==> src/rtl/mmio_pkg.sv <==
// rtl/mmio_pkg.sv - shared encodings for the MMIO fabric
package mmio_pkg;

    typedef enum logic {
        ST_IDLE = 1'b0,
        ST_WAIT = 1'b1
    } state_t;

    localparam int REG_IRQ_PENDING = 0;
    localparam int REG_IRQ_MASK    = 1;
    localparam int REG_STATUS      = 2;
    localparam int REG_LAST_ERR    = 3;

    localparam logic [7:0] UNMAPPED_DATA = 8'hFF;

endpackage

==> src/rtl/mmio_irq_ctrl.sv <==
// rtl/mmio_irq_ctrl.sv - interrupt synchroniser, mask register and aggregation
module mmio_irq_ctrl #(
    parameter int NSLOTS = 8
) (
    input  logic              system_clk,
    input  logic              reset,
    input  logic [NSLOTS-1:0] slot_irq,
    input  logic              mask_we,
    input  logic [7:0]        mask_wdata,
    output logic [7:0]        pending,
    output logic [7:0]        mask,
    output logic              irq
);

    // At least 8 bits wide so the readable pending byte is always fully defined
    localparam int PW = (NSLOTS > 8) ? NSLOTS : 8;

    logic [PW-1:0] sync_q1;
    logic [PW-1:0] sync_q2;

    assign pending = sync_q2[7:0];

    // Two-flop synchroniser on the level interrupt requests
    always_ff @(posedge system_clk or posedge reset) begin
        if (reset) begin
            sync_q1 <= '0;
            sync_q2 <= '0;
        end else begin
            sync_q1 <= PW'(slot_irq);
            sync_q2 <= sync_q1;
        end
    end

    // Mask register written from the control slot; irq is the registered masked OR
    always_ff @(posedge system_clk or posedge reset) begin
        if (reset) begin
            mask <= '0;
            irq  <= 1'b0;
        end else begin
            if (mask_we) begin
                mask <= mask_wdata;
            end
            irq <= |(pending & mask);
        end
    end

endmodule

==> src/rtl/mmio_fabric.sv <==
// rtl/mmio_fabric.sv - CPU register bus decoder with wait states, timeout and irq aggregation
module mmio_fabric
    import mmio_pkg::*;
#(
    parameter int          NSLOTS         = 8,
    parameter int          SLOT_AW        = 4,
    parameter int          REG_AW         = 8,
    parameter logic [31:0] HANDSHAKE_MASK = 32'd0,
    parameter int          TIMEOUT        = 255,
    parameter int          CTRL_SLOT      = (1 << SLOT_AW) - 1
) (
    input  logic                      system_clk,
    input  logic                      reset,
    input  logic                      re,
    input  logic                      we,
    input  logic [SLOT_AW+REG_AW-1:0] addr,
    input  logic [7:0]                data_write,
    output logic [7:0]                data_read,
    output logic                      busy,
    output logic                      bus_err,
    output logic                      irq,
    output logic [NSLOTS-1:0]         slot_sel,
    output logic [NSLOTS-1:0]         slot_re,
    output logic [NSLOTS-1:0]         slot_we,
    output logic [REG_AW-1:0]         slot_addr,
    output logic [7:0]                slot_wdata,
    input  logic [NSLOTS*8-1:0]       slot_rdata,
    input  logic [NSLOTS-1:0]         slot_stall,
    input  logic [NSLOTS-1:0]         slot_ack,
    input  logic [NSLOTS-1:0]         slot_irq
);

    localparam int                 ADDR_W   = SLOT_AW + REG_AW;
    localparam logic [SLOT_AW-1:0] CTRL_IDX = SLOT_AW'(CTRL_SLOT);
    localparam logic [15:0]        CNT_LAST = 16'(TIMEOUT - 1);

    logic [SLOT_AW-1:0] req_slot;
    logic [REG_AW-1:0]  req_reg;
    logic               req_any;
    logic               req_rd;
    logic               req_mapped;
    logic               req_ctrl;
    logic               req_hs;
    logic [NSLOTS-1:0]  req_hit;
    logic [7:0]         req_rdata;
    logic [7:0]         ctrl_rdata;

    state_t             state;
    logic [SLOT_AW-1:0] lat_slot;
    logic [REG_AW-1:0]  lat_reg;
    logic [7:0]         lat_wdata;
    logic               lat_rd;
    logic [15:0]        wait_cnt;
    logic [NSLOTS-1:0]  lat_hit;
    logic               lat_ack;
    logic [7:0]         lat_rdata;

    logic               status_to;
    logic [7:0]         last_err;
    logic               mask_we;
    logic [7:0]         irq_pending;
    logic [7:0]         irq_mask;

    // Stall is advisory only; completion is signalled solely by ack
    logic unused_stall;
    assign unused_stall = ^slot_stall;

    assign req_slot   = addr[ADDR_W-1:REG_AW];
    assign req_reg    = addr[REG_AW-1:0];
    assign req_any    = re | we;
    assign req_rd     = re & ~we;
    assign req_mapped = |req_hit;
    assign req_ctrl   = (req_slot == CTRL_IDX);
    assign bus_err    = status_to;
    assign mask_we    = (state == ST_IDLE) && we && req_ctrl
                        && (req_reg == REG_AW'(REG_IRQ_MASK));

    // Slot decode for the live request and for the latched wait-state access
    always_comb begin
        req_hit   = '0;
        req_hs    = 1'b0;
        req_rdata = '0;
        lat_hit   = '0;
        lat_ack   = 1'b0;
        lat_rdata = '0;
        for (int i = 0; i < NSLOTS; i++) begin
            if (req_slot == SLOT_AW'(i)) begin
                req_hit[i] = 1'b1;
                req_hs     = HANDSHAKE_MASK[i];
                req_rdata  = slot_rdata[8*i +: 8];
            end
            if (lat_slot == SLOT_AW'(i)) begin
                lat_hit[i] = 1'b1;
                lat_ack    = slot_ack[i];
                lat_rdata  = slot_rdata[8*i +: 8];
            end
        end
    end

    // Built-in control register read mux
    always_comb begin
        ctrl_rdata = '0;
        case (req_reg)
            REG_AW'(REG_IRQ_PENDING): ctrl_rdata = irq_pending;
            REG_AW'(REG_IRQ_MASK):    ctrl_rdata = irq_mask;
            REG_AW'(REG_STATUS):      ctrl_rdata = {7'd0, status_to};
            REG_AW'(REG_LAST_ERR):    ctrl_rdata = last_err;
            default:                  ctrl_rdata = '0;
        endcase
    end

    // Slot strobes: live decode in IDLE, held select with no strobes while waiting
    always_comb begin
        slot_sel   = '0;
        slot_re    = '0;
        slot_we    = '0;
        slot_addr  = '0;
        slot_wdata = '0;
        if (!reset) begin
            if (state == ST_IDLE) begin
                if (req_any && req_mapped) begin
                    slot_sel  = req_hit;
                    slot_re   = req_rd ? req_hit : '0;
                    slot_we   = we ? req_hit : '0;
                    slot_addr = req_reg;
                    if (we) begin
                        slot_wdata = data_write;
                    end
                end
            end else begin
                slot_sel   = lat_hit;
                slot_addr  = lat_reg;
                slot_wdata = lat_wdata;
            end
        end
    end

    // Access FSM: single-cycle completion, wait-state tracking, timeout and status
    always_ff @(posedge system_clk or posedge reset) begin
        if (reset) begin
            state     <= ST_IDLE;
            busy      <= 1'b0;
            data_read <= '0;
            status_to <= 1'b0;
            last_err  <= '0;
            lat_slot  <= '0;
            lat_reg   <= '0;
            lat_wdata <= '0;
            lat_rd    <= 1'b0;
            wait_cnt  <= '0;
        end else begin
            case (state)
                ST_IDLE: begin
                    if (req_any) begin
                        if (req_mapped && req_hs) begin
                            lat_slot  <= req_slot;
                            lat_reg   <= req_reg;
                            lat_wdata <= we ? data_write : 8'd0;
                            lat_rd    <= req_rd;
                            wait_cnt  <= '0;
                            busy      <= 1'b1;
                            state     <= ST_WAIT;
                        end else if (req_rd) begin
                            if (req_mapped) begin
                                data_read <= req_rdata;
                            end else if (req_ctrl) begin
                                data_read <= ctrl_rdata;
                            end else begin
                                data_read <= UNMAPPED_DATA;
                            end
                        end else if (req_ctrl && (req_reg == REG_AW'(REG_STATUS))
                                     && data_write[0]) begin
                            status_to <= 1'b0;
                        end
                    end
                end
                ST_WAIT: begin
                    if (lat_ack) begin
                        if (lat_rd) begin
                            data_read <= lat_rdata;
                        end
                        busy  <= 1'b0;
                        state <= ST_IDLE;
                    end else if (wait_cnt == CNT_LAST) begin
                        // Requests are ignored here, so a clear cannot race this set
                        if (lat_rd) begin
                            data_read <= UNMAPPED_DATA;
                        end
                        status_to <= 1'b1;
                        last_err  <= 8'(lat_slot);
                        busy      <= 1'b0;
                        state     <= ST_IDLE;
                    end else if (wait_cnt != 16'hFFFF) begin
                        wait_cnt <= wait_cnt + 16'd1;
                    end
                end
                default: begin
                    busy  <= 1'b0;
                    state <= ST_IDLE;
                end
            endcase
        end
    end

    mmio_irq_ctrl #(
        .NSLOTS (NSLOTS)
    ) u_irq_ctrl (
        .system_clk (system_clk),
        .reset      (reset),
        .slot_irq   (slot_irq),
        .mask_we    (mask_we),
        .mask_wdata (data_write),
        .pending    (irq_pending),
        .mask       (irq_mask),
        .irq        (irq)
    );

endmodule
==> config.mk <==
export PLATFORM = sky130hd
export DESIGN_NAME = mmio_fabric
export DESIGN_NICKNAME = d
export VERILOG_FILES = /design/src/rtl/mmio_pkg.sv /design/src/rtl/mmio_irq_ctrl.sv /design/src/rtl/mmio_fabric.sv
export SDC_FILE = /design/constraint.sdc
export NUM_CORES = 1
export LEC_CHECK = 0
export BUFFER_PORTS_ARGS = -buffer_cell sky130_fd_sc_hd__buf_4
export CAP_MARGIN = 20
export CORE_MARGIN = 2
export CORE_UTILIZATION = 46
export DETAILED_ROUTE_END_ITERATION = 12
export GPL_ROUTABILITY_DRIVEN = 0
export GPL_TIMING_DRIVEN = 0
export HOLD_SLACK_MARGIN = 0.03
export PLACE_DENSITY_LB_ADDON = 0.15
export SYNTH_ARGS = -nofsm -noshare
export SYNTH_HDL_FRONTEND = slang
export SYNTH_HIERARCHICAL = 1
export SYNTH_SLANG_ARGS = --single-unit
==> constraint.sdc <==
create_clock -name system_clk -period 2.87 [get_ports system_clk]
set_input_delay 0 -clock system_clk [delete_from_list [all_inputs] [get_ports system_clk]]
set_output_delay 0 -clock system_clk [all_outputs]
set_load 0.005 [all_outputs]
==> results.json <==
{
  "post-cts-setup-buffers": 0,
  "dieWidth_um": 87.5,
  "wl_met2_um": 4770,
  "synth_edf_count": 0,
  "cp_slowest_cell": "nor2_1",
  "pin_count": 163,
  "finalNetCount": 623,
  "async_flop_share_pct": 100,
  "cts_max_level": 2,
  "num_rows": 30,
  "dieArea_um2": 7660,
  "synth_area_um2": 3210,
  "chipHeight_um": 87.5,
  "synth.avg_cell_area_um2": 9.66,
  "vias_per_cell": 5.46,
  "dr.max_layer_used": "met4",
  "critPathMaxStageDelay_ns": 0.54,
  "core_area_um2": 6760,
  "path_cells": "dlygate4sd3_1 > buf_4 > inv_1 > nand3b_1 > nor2_1 > and2_1 > buf_4",
  "drtAntennaViolNets": 0,
  "holdCritPathClass": "input pin to flip-flop",
  "netSwitchingFraction_pct": 24.4,
  "fillerInstances": 542,
  "numPortBuffers": 145,
  "remaining_drc_errors": 0,
  "cp-start-kind": "input pin",
  "drv_cap": 0,
  "clockBufferDepth": 2,
  "drive_gt1_share_pct": 38.4,
  "synthTopCellsByArea": "dfrtp_1 40%, mux2i_1 4.7%, xnor2_1 3.8%",
  "rsz0062_at_grt": "false",
  "critPathTopFamily": "buffers and inverters",
  "status": "completed",
  "drt_iter0_markers": 138,
  "start_util_pct": 47.5,
  "crit_path_end_kind": "output port",
  "crit_end": "slot_wdata[6]",
  "cp.arrival_ns": 2.32,
  "grt_remaining_overflow": 0,
  "crit_start": "reset",
  "worst_pin_slew_ns": 0.901,
  "hpwlAfterDp_um": 7250,
  "grt_pass1_vias": 2943,
  "r2r_slack_ns": 0.74,
  "wl_met1_um": 3980,
  "grt_util_all_layers_pct": 24.4,
  "synth_top_area_cell": "dfrtp_1",
  "syn_nets": 446,
  "worst-path-stages": 7,
  "synth_ff_type": "dfrtp_1",
  "grt_max_degree": 29,
  "peakVddDrop_uv": 395,
  "cp_num_buf_inv": 4,
  "numCtsBuffers": 5,
  "grt_pass1_wl_um": 14600,
  "wl_per_cell_um": 16.1,
  "yosys_warnings": 6,
  "clock_skew_ns": 0.00560,
  "crit_top_cell": "buf_4",
  "p_total_w": 0.00160,
  "vias": 3220,
  "final_common_cell": "buf_4",
  "seq_power_share_pct": 47.5,
  "reg2reg_depth": 7,
  "antenna_cells": 0,
  "layout_common_cells": "146 x buf_4, 51 x dfrtp_1, 30 x nor2_1, 24 x dlygate4sd3_1, 19 x a21oi_1",
  "fin_crit_sh_pct": 80.9,
  "antenna_found_initial": 0,
  "dr_wl_met3_um": 623,
  "synth.top_cell.area_share_pct": 39.8,
  "holdWs_ns": 0.0445,
  "place_area_um2": 4400,
  "syn_inst": 332,
  "synth.distinct_cells": 50,
  "rr_startpoint": "wait_cnt[0]",
  "fmax_mhz": 431,
  "yosys_register_bits": 51,
  "first_pass_iters": 4,
  "drt_wl_total_um": 9490,
  "cts_sinks": 51,
  "internal_power_w": 0.00121,
  "final_area_um2": 4760,
  "max-slew-margin-rel_pct": 39.9,
  "setup_viol": 0,
  "worstPathRequired_ns": 2.87,
  "fin_tns_setup_ns": 0,
  "finalHoldViolations": 0,
  "p_leak_nw": 2.20,
  "crit_type": "input pin to output port",
  "cts_tree": "yes",
  "r2r-end": "wait_cnt[14]",
  "cts.clk_slew.worst_paths_ns": 0.09,
  "clk-insertion-delay-late_ns": 0.30,
  "syn_to_final_growth_pct": 48.5,
  "drv_slew": 0,
  "power.density_nw_per_um2": 337,
  "clock_power_share_pct": 30.5,
  "p_sw_w": 0.000392,
  "worstPathMaxFanout": 15,
  "synth-seq-area-share_pct": 39.8,
  "min_period_ns": 2.32,
  "cts_root_buf": "clkbuf_8",
  "power.share.combinational_pct": 22.1
}
layer usage:
metal	up-vias	global-route usage, %
met2	119	42.6
met5	-	0
met4	0	5.31
met3	12	3.51
met1	1537	32.1
li1	1552	-
power by group through the flow:
stage / clock, W / sequential [W] / combinational, W
2_1_floorplan: 0 / 0.000775 / 0.000137
3_3_place_gp: 0 / 0.000776 / 0.000321
3_5_place_dp: 0 / 0.000776 / 0.000323
4_1_cts: 0.000503 / 0.000762 / 0.000351
5_1_grt: 0.000535 / 0.000765 / 0.000384
6_report: 0.000489 / 0.000762 / 0.000354
per-stage QoR:
stage	setup slack, ns	std cells	util, %
4_1_cts	0.0720	589	70.3
2_1_floorplan	0.883	332	-
6_report	0.549	590	70.5
5_1_grt	0.263	590	70.5
3_3_place_gp	0.652	557	65.1
3_5_place_dp	0.604	557	65.1
cell usage after synthesis (all sizes together) (10+ instances only):
library cell / number
a21oi: 19
and2: 19
and3: 10
buf: 13
dfrtp: 51
mux2: 12
mux2i: 15
nand2: 19
nand3: 17
nor2: 30
o22ai: 11
xnor2: 14
registers in the layout, summed over array words and instances (netlist names):
signal / cells
u_irq_ctrl/mask: 8
state: 1
u_irq_ctrl/pending: 8
data_read: 8
u_irq_ctrl/sync_q1: 8
bus_err: 1
u_irq_ctrl/irq: 1
wait_cnt: 16
cell families after synthesis:
logic type | count (synthesis) | share of synthesized area, %
DFF | 51 | 39.8
and+or+nand+nor | 146 | 26.0
adders and majority gates | 2 | 0.780
muxes | 32 | 13.3
xor gates and xnor gates | 14 | 3.82
AOI/OAI and AO/OA | 61 | 12.4
buffers and inverters | 25 | 3.82
other | 1 | 0.117
layout make-up:
class	count	area, um2	share of cell area (%)
inverter	4	15.0	0.315
multi-input combinational	256	1810	38.0
tap	80	100	2.10
sequential	51	1280	26.8
buffer	21	108	2.26
clock buffer	5	68.8	1.44
clock inverter	3	43.8	0.919
timing repair buffer	170	1340	28.2
worst reg2reg max path, delay by kind of cell, from the launching register on:
family,cells,cell delay (ns)
AO/OA/AOI/OAI,1,0.19
adder cells (fa/ha/maj),1,0.14
buffers and inverters,1,0.08
flip-flops,1,0.44
multiplexers,1,0.33
AND/OR/NAND/NOR,3,0.83
how the worst min path moves through the flow:
stage / endpoint / cells past startpoint / start
floorplan: u_irq_ctrl/irq / 1 / reset
global placement: u_irq_ctrl/sync_q1[6] / 1 / slot_irq[6]
detailed placement: u_irq_ctrl/sync_q1[7] / 1 / slot_irq[7]
CTS: data_read[5] / 3 / slot_rdata[61]
global route: data_read[5] / 3 / slot_rdata[61]
finish: data_read[5] / 3 / slot_rdata[61]
repair_timing:
action                                  4_1_cts  5_1_grt
endpoints found under the setup margin        0        0
resized for setup                             0        0
endpoints found under the hold margin        74        0
hold buffers                                 24        0
(Power assumes the default switching activity.)
